$ cat src/rtl/mem_access_ctrl_pkg.sv
// Shared definitions for the memory access controller: FSM states, word width
// and the default abort timeout.
package mem_access_ctrl_pkg;
  localparam int WORD_W      = 32;
  localparam int TIMEOUT_DEF = 16;
  localparam int CNT_W       = 8;

  typedef enum logic [1:0] {
    IDLE   = 2'd0,
    ACCESS = 2'd1,
    DONE   = 2'd2
  } state_e;
endpackage

$ cat src/rtl/mem_access_ctrl_timeout_counter.sv
// Cycle counter for bus wait states; expired flags the last allowed ACCESS cycle.
module timeout_counter
  import mem_access_ctrl_pkg::*;
#(
  parameter int TIMEOUT = TIMEOUT_DEF
) (
  input  logic clk,
  input  logic rst_n,
  input  logic clear,
  input  logic enable,
  output logic expired
);
  logic [CNT_W-1:0] cnt_q, cnt_d;

  always_comb begin
    cnt_d = cnt_q;
    if (clear)       cnt_d = '0;
    else if (enable) cnt_d = cnt_q + 1'b1;
  end

  always_ff @(posedge clk or negedge rst_n) begin
    if (!rst_n) cnt_q <= '0;
    else        cnt_q <= cnt_d;
  end

  assign expired = (cnt_q == CNT_W'(TIMEOUT - 1));
endmodule

$ cat src/rtl/mem_access_ctrl.sv
// Multi-cycle memory access controller: one bus access per start, result into
// ir or mdr, with misalignment and ack-timeout detection.
module mem_access_ctrl
  import mem_access_ctrl_pkg::*;
#(
  parameter int TIMEOUT = TIMEOUT_DEF,
  parameter int ADDR_W  = 32
) (
  input  logic              clk,
  input  logic              rst_n,
  input  logic [ADDR_W-1:0] addr,
  input  logic              start,
  input  logic              we,
  input  logic              ir_write,
  input  logic [WORD_W-1:0] wdata,
  output logic              mem_req,
  output logic              mem_we,
  output logic [ADDR_W-1:0] mem_addr,
  output logic [WORD_W-1:0] mem_wdata,
  input  logic [WORD_W-1:0] mem_rdata,
  input  logic              mem_ack,
  output logic [WORD_W-1:0] ir,
  output logic [WORD_W-1:0] mdr,
  output logic              busy,
  output logic              done,
  output logic              err_misalign,
  output logic              err_timeout
);
  state_e            state_q;
  logic              mem_req_q, mem_we_q, ir_write_q, done_q;
  logic              err_mis_q, err_to_q;
  logic [ADDR_W-1:0] mem_addr_q;
  logic [WORD_W-1:0] mem_wdata_q, ir_q, mdr_q;
  logic              expired;

  // Counter sits at zero outside ACCESS, so it is clear on every entry.
  timeout_counter #(.TIMEOUT(TIMEOUT)) u_tmo (
    .clk     (clk),
    .rst_n   (rst_n),
    .clear   (state_q != ACCESS),
    .enable  ((state_q == ACCESS) && !mem_ack),
    .expired (expired)
  );

  always_ff @(posedge clk or negedge rst_n) begin
    if (!rst_n) begin
      state_q     <= IDLE;
      mem_req_q   <= 1'b0;
      mem_we_q    <= 1'b0;
      mem_addr_q  <= '0;
      mem_wdata_q <= '0;
      ir_write_q  <= 1'b0;
      ir_q        <= '0;
      mdr_q       <= '0;
      done_q      <= 1'b0;
      err_mis_q   <= 1'b0;
      err_to_q    <= 1'b0;
    end else begin
      case (state_q)
        IDLE: if (start) begin
          err_mis_q <= 1'b0;
          err_to_q  <= 1'b0;
          if (addr[1:0] != 2'b00) begin
            err_mis_q <= 1'b1;
            done_q    <= 1'b1;
            state_q   <= DONE;
          end else begin
            mem_req_q   <= 1'b1;
            mem_we_q    <= we;
            mem_addr_q  <= addr;
            mem_wdata_q <= wdata;
            ir_write_q  <= ir_write;
            state_q     <= ACCESS;
          end
        end
        ACCESS: if (mem_ack || expired) begin
          // Ack wins over an expiring timeout in the same cycle.
          if (mem_ack && !mem_we_q) begin
            if (ir_write_q) ir_q  <= mem_rdata;
            else            mdr_q <= mem_rdata;
          end
          if (!mem_ack) err_to_q <= 1'b1;
          mem_req_q   <= 1'b0;
          mem_we_q    <= 1'b0;
          mem_addr_q  <= '0;
          mem_wdata_q <= '0;
          done_q      <= 1'b1;
          state_q     <= DONE;
        end
        DONE: begin
          done_q  <= 1'b0;
          state_q <= IDLE;
        end
        default: state_q <= IDLE;
      endcase
    end
  end

  assign mem_req      = mem_req_q;
  assign mem_we       = mem_we_q;
  assign mem_addr     = mem_addr_q;
  assign mem_wdata    = mem_wdata_q;
  assign ir           = ir_q;
  assign mdr          = mdr_q;
  assign busy         = (state_q != IDLE);
  assign done         = done_q;
  assign err_misalign = err_mis_q;
  assign err_timeout  = err_to_q;
endmodule
$ cat config.mk
export PLATFORM = sky130hd
export DESIGN_NAME = mem_access_ctrl
export DESIGN_NICKNAME = d
export VERILOG_FILES = /design/src/rtl/mem_access_ctrl_pkg.sv /design/src/rtl/mem_access_ctrl_timeout_counter.sv /design/src/rtl/mem_access_ctrl.sv
export SDC_FILE = /design/constraint.sdc
export NUM_CORES = 1
export LEC_CHECK = 0
export ABC_AREA = 1
export BUFFER_PORTS_ARGS = -buffer_cell sky130_fd_sc_hd__buf_4
export CAP_MARGIN = 20
export CORE_UTILIZATION = 54
export DETAILED_ROUTE_END_ITERATION = 10
export PLACE_DENSITY = 0.85
export SLEW_MARGIN = 20
export SYNTH_ARGS = -nofsm -noshare
export SYNTH_HDL_FRONTEND = slang
export SYNTH_HIERARCHICAL = 1
export SYNTH_SLANG_ARGS = --single-unit
$ cat constraint.sdc
create_clock -name clk -period 3.87 [get_ports clk]
set_input_delay 0.774 -clock clk [delete_from_list [all_inputs] [get_ports clk]]
set_output_delay 0.774 -clock clk [all_outputs]
set_load 0.02 [all_outputs]
==> impl_metrics.tcl, run 1 <==
set metrics [dict create \
    worst_hold_slack_ns 0.480 \
    core_um2 12000 \
    final_cells 1174 \
    worst_pin_slew_ns 0.931 \
    crit_fanout 66 \
    grt_first_pass_wirelength_um 28300 \
    synth_seq_cells 144 \
    syn_nets 899 \
    crit_path_end_kind "flop" \
    cts_setup_buffers 0 \
    wl_per_cell_um 14.8 \
    fin_setup_tns_ns 0 \
    utilization_pct 74.5 \
    antenna_cells 0 \
    vias_per_cell 5.08 \
    max_cap_viol_count 0 \
    dr.pass1.iters 5 \
    ys_seq_area_share_pct 54.6 \
    layout_commonest_cell "buf_4" \
    routed_wl_um 17300 \
    rows 40 \
    drtIter0Drc 620 \
    port_buffers 235 \
    hold_viol 0 \
    clk_pin_slew_ns 0.07 \
    multi_input_area_um2 2370 \
    finalPower_mw 6.88 \
    final.setup_skew_ns 0.00926 \
    fmax_mhz 392 \
    min_path_type "input port to async pin" \
    worst_slack_ns 1.32 \
    grt_pass1_vias 5730 \
    clk_path_buf_depth 2 \
    regArea_um2 3600 \
    fill_cells 901 \
    synth_cells 796 \
    track_usage_pct 28.5 \
    yosysTopAreaCellShare_pct 54.6 \
    place_congestion 0.816 \
    fin_crit_sh_pct 65.8 \
    final-setup-viol-count 0 \
    dpl.cell_count 1142 \
    cp.required_ns 4.23 \
    fin_nets 1117 \
    synth_cell_types 26 \
    relSlewSlack_pct 38.0 \
    grt_antenna_before_repair 0 \
    avgSynthCellArea_um2 8.29 \
    vias 5966 \
    layout_common_cells "buf_4, nand2_1, dfrtp_1" \
    cts_root_buffer "clkbuf_16" \
    hpwl_um 11700 \
    die-area_um2 12700 \
    ys_top_cells_by_area "dfrtp_1, nand2_1, o21ai_0" \
    postCtsHoldBufs 0 \
    io_pins 236 \
    die_w_um 113 \
    die_h_um 113 \
    initial_core_util_pct 55.2 \
    cts_resized 0 \
    worstPathArrival_ns 2.91 \
    p_leak_nw 5.04 \
    status "complete, no violations" \
    drive_above_1_share_pct 33.2 \
    rsz0062_at_grt "false" \
    drc_errors 0 \
    ir_drop_uv 418 \
    slew_viol_final 0 \
    final_area_um2 8910 \
    cts_tree "built" \
    cts_inserted_buffers 17 \
    syn_area_um2 6600 \
    area_delta_synth_final_pct 35.0 \
    dp_slack_ns 1.11 \
    post_dp_cell_area_um2 8310 \
    fin_crit_ns 2.55 \
    drt.antenna.violating_nets 0 \
    clock_sinks 144 \
    power_density_nw_per_um2 772 \
    grt_max_degree 120 \
    grt_overflow 0 \
    ys_warn_count 6 \
    start_kind "flop" \
    cts_htree_levels 4 \
    clk_latency_ns 0.42 \
    synth_top_area_cell "dfrtp_1" \
    crit_type "flop to flop" \
]
final cells by class:
class / count / share of cell area (%)
Tap cell: 147 / 2.06
Clock inverter: 15 / 1.92
Inverter: 81 / 3.44
Clock buffer: 17 / 4.77
Sequential cell: 144 / 40.4
Timing Repair Buffer: 244 / 20.8
Multi-Input combinational cell: 526 / 26.6
critical path: stages, from the launching register on:
cell and delay [ns]:
dfrtp_1 0.39, ha_1 0.20, nand3_1 0.10, nor4_1 0.29, nor2_1 0.11, nand2_2 0.14, nand2_4 0.36, nor2_8 0.35
buf_12 0.33, nand2_1 0.10, nand2_1 0.08
worst paths after layout:
check	startpoint	end	cells after the start	slack (ns)
worst min-delay path	rst_n	mem_wdata[2]$_DFFE_PN0P_	1	0.48
worst min register to register	mdr[15]$_DFFE_PN0P_	mdr[15]$_DFFE_PN0P_	2	0.48
min in group clk	mdr[15]$_DFFE_PN0P_	mdr[15]$_DFFE_PN0P_	2	0.48
worst max register to register	u_tmo/cnt_q[1]$_DFFE_PN0P_	mem_wdata[15]$_DFFE_PN0P_	10	1.32
max in group asynchronous	rst_n	mem_addr[30]$_DFFE_PN0P_	2	2.57
worst max-delay path	u_tmo/cnt_q[1]$_DFFE_PN0P_	mem_wdata[15]$_DFFE_PN0P_	10	1.32
Yosys cell counts:
cell type and instances:
a21oi_1 3, buf_12 5, buf_2 10, buf_6 8, clkbuf_1 20, clkbuf_2 2
dfrtp_1 144, ha_1 1, inv_1 76, inv_2 4, inv_4 1, nand2_1 242
nand2_2 43, nand2_4 2, nand3_1 40, nand3_2 1, nand4_1 2, nor2_1 78
nor2_2 9, nor2_8 2, nor4_1 1, o21a_1 1, o21ai_0 79, o21ai_1 20
o21ai_2 1, or2_1 1
registers in the layout, summed over array words and instances (netlist names):
register / cells
mem_addr: 32
ir: 32
state_q: 2
done: 1
mem_we: 1
u_tmo/cnt_q: 8
mem_req: 1
mdr: 32
err_misalign: 1
mem_wdata: 32
err_timeout: 1
ir_write_q: 1
power by group:
| group | switching (mW) | internal (mW) | leakage, nW |
|---|---|---|---|
| Clock | 0.680 | 0.968 | 0.285 |
| Sequential | 0.356 | 2.08 | 1.86 |
| Combinational | 1.72 | 1.07 | 2.89 |
| Total | 2.76 | 4.12 | 5.04 |
logic make-up (layout without fill, tap and decap cells):
logic type	count (synthesis)	after routing	synth area share (%)
AND/OR/NAND/NOR	421	421	27.6
flip-flops	144	144	54.6
buffers and inverters	126	357	9.58
AO/OA/AOI/OAI	104	104	7.98
adder cells (fa/ha/maj)	1	1	0.190
metal layers:
| metal | up-vias | track usage (%) | part of all wire [%] |
|---|---|---|---|
| li1 | 2888 | - | - |
| met1 | 2799 | 35.9 | 40 |
| met2 | 249 | 47.4 | 50 |
| met3 | 30 | 7.88 | 7.7 |
| met4 | 0 | 10.1 | 2.3 |
| met5 | - | 0 | 0 |
Note: power is estimated with default switching activity, not from simulation.
==> run 2: changes to the inputs <==
Settings changed: CORE_UTILIZATION 54 to 50, PLACE_DENSITY 0.85 to 0.79.
Clock period 3.87 ns to 2.63 ns, I/O delays scaled along.
==> run 2 against run 1 <==
  * Global-route usage fell by 2.9 points
  * Clock skew down 0.0016 ns
  * Fmax is 21% higher
  * Utilization is 4.0 points lower
  * Design area grew 0.63%
  * Flip-flop and latch count stayed put
  * Worst setup slack got worse by 0.79 ns
  * Routed wire length fell by 2.5%
  * Critical path depth shrank 1
  * Via count down 1.4%
  * Combinational power is 48% higher
==> impl_metrics.tcl, run 2 (synthesis gave the netlist of run 1 again) <==
set metrics [dict create \
    status "complete, no violations" \
    layout_common_cells "buf_4, nand2_1, dfrtp_1" \
    cp.required_ns 2.97 \
    drt.antenna.violating_nets 0 \
    grt_antenna_before_repair 0 \
    drc_errors 0 \
    fin_crit_sh_pct 79.9 \
    cts_htree_levels 4 \
    track_usage_pct 25.6 \
    antenna_cells 0 \
    drtIter0Drc 391 \
    rows 41 \
    crit_fanout 65 \
    place_congestion 0.768 \
    hold_viol 0 \
    clk_path_buf_depth 2 \
    cts_inserted_buffers 17 \
    cts_tree "built" \
    finalPower_mw 10.1 \
    fin_crit_ns 2.10 \
    fin_setup_tns_ns 0 \
    final_area_um2 8970 \
    die_h_um 117 \
    grt_first_pass_wirelength_um 26800 \
    relSlewSlack_pct 48.5 \
    max_cap_viol_count 0 \
    clk_pin_slew_ns 0.06 \
    port_buffers 235 \
    grt_overflow 0 \
    cts_root_buffer "clkbuf_16" \
    layout_commonest_cell "buf_4" \
    rsz0062_at_grt "false" \
    post_dp_cell_area_um2 8380 \
    routed_wl_um 16900 \
    p_leak_nw 5.07 \
    crit_type "flop to flop" \
    dp_slack_ns 0.550 \
    final-setup-viol-count 0 \
    die_w_um 117 \
    vias_per_cell 4.90 \
    min_path_type "input port to async pin" \
    initial_core_util_pct 51.9 \
    vias 5881 \
    wl_per_cell_um 14.1 \
    final.setup_skew_ns 0.00765 \
    core_um2 12700 \
    hpwl_um 11500 \
    cts_setup_buffers 0 \
    slew_viol_final 0 \
    power_density_nw_per_um2 1120 \
    crit_path_end_kind "flop" \
    area_delta_synth_final_pct 35.9 \
    drive_above_1_share_pct 33.0 \
    worst_slack_ns 0.529 \
    grt_pass1_vias 5532 \
    start_kind "flop" \
    io_pins 236 \
    postCtsHoldBufs 0 \
    worstPathArrival_ns 2.44 \
    die-area_um2 13700 \
    fin_nets 1121 \
    fmax_mhz 476 \
    dr.pass1.iters 5 \
    worst_pin_slew_ns 0.773 \
    clk_latency_ns 0.41 \
    ir_drop_uv 555 \
    cts_resized 0 \
    clock_sinks 144 \
    grt_max_degree 145 \
]
==> run 2: cell count changes in the layout (fill, tap and decap cells not counted), sizes merged <==
cell,before,now
inv,88,81
buf,243,248
clkbuf,18,22
clkinvlp,3,0
bufinv,2,3
clkinv,3,4
==> run 2: path summary, 6_finish.rpt <==
| check | startpoint | endpoint | slack, ns | depth (start not counted) |
|---|---|---|---|---|
| max | u_tmo/cnt_q[0]$_DFFE_PN0P_ | mem_addr[4]$_DFFE_PN0P_ | 0.53 | 9 |
| min in group clk | mem_rdata[16] | ir[16]$_DFFE_PN0P_ | 0.33 | 3 |
| max reg2reg | u_tmo/cnt_q[0]$_DFFE_PN0P_ | mem_addr[4]$_DFFE_PN0P_ | 0.53 | 9 |
| min reg2reg | mdr[20]$_DFFE_PN0P_ | mdr[20]$_DFFE_PN0P_ | 0.47 | 2 |
| max in group asynchronous | rst_n | mem_addr[30]$_DFFE_PN0P_ | 1.83 | 2 |
| min | rst_n | ir[2]$_DFFE_PN0P_ | 0.22 | 2 |
==> run 2: power by group <==
group          internal [mW]  switching, mW  leakage [nW]
Clock                   1.54          0.855         0.291
Sequential              3.06          0.476          1.86
Combinational           1.60           2.53          2.91
==> run 2: through the flow <==
step	utilization, %	hold slack [ns]	std cells
floorplan	-	0.230	796
global placement	65.9	0.456	1171
detailed placement	65.9	0.461	1171
CTS	70.5	0.269	1200
global route	70.5	0.290	1200
finish	70.5	0.222	1200
==> run 2: area by class of cell <==
type	instances	area (um2)
Multi-Input combinational cell	526	2370
Sequential cell	144	3600
Clock inverter	7	110
Timing Repair Buffer	248	1890
Inverter	81	307
Fill cell	1076	3760
Clock buffer	22	474
Tap cell	172	215
==> run 2: metal layers <==
| layer | vias up | track usage (%) | part of all wire (%) |
|---|---|---|---|
| met5 | - | 0 | 0 |
| met2 | 214 | 41.9 | 49 |
| met3 | 26 | 8.29 | 8.1 |
| li1 | 2893 | - | - |
| met4 | 0 | 10.0 | 2.0 |
| met1 | 2748 | 31.6 | 41 |
==> run 2: critical path: stages, from the launching register on <==
cell	delay, ns
dfrtp_1	0.39
ha_1	0.23
nand3_1	0.12
nor4_1	0.06
nor2_1	0.16
nand2_2	0.12
nand2_4	0.10
buf_4	0.50
o21ai_0	0.20
nand2_1	0.11
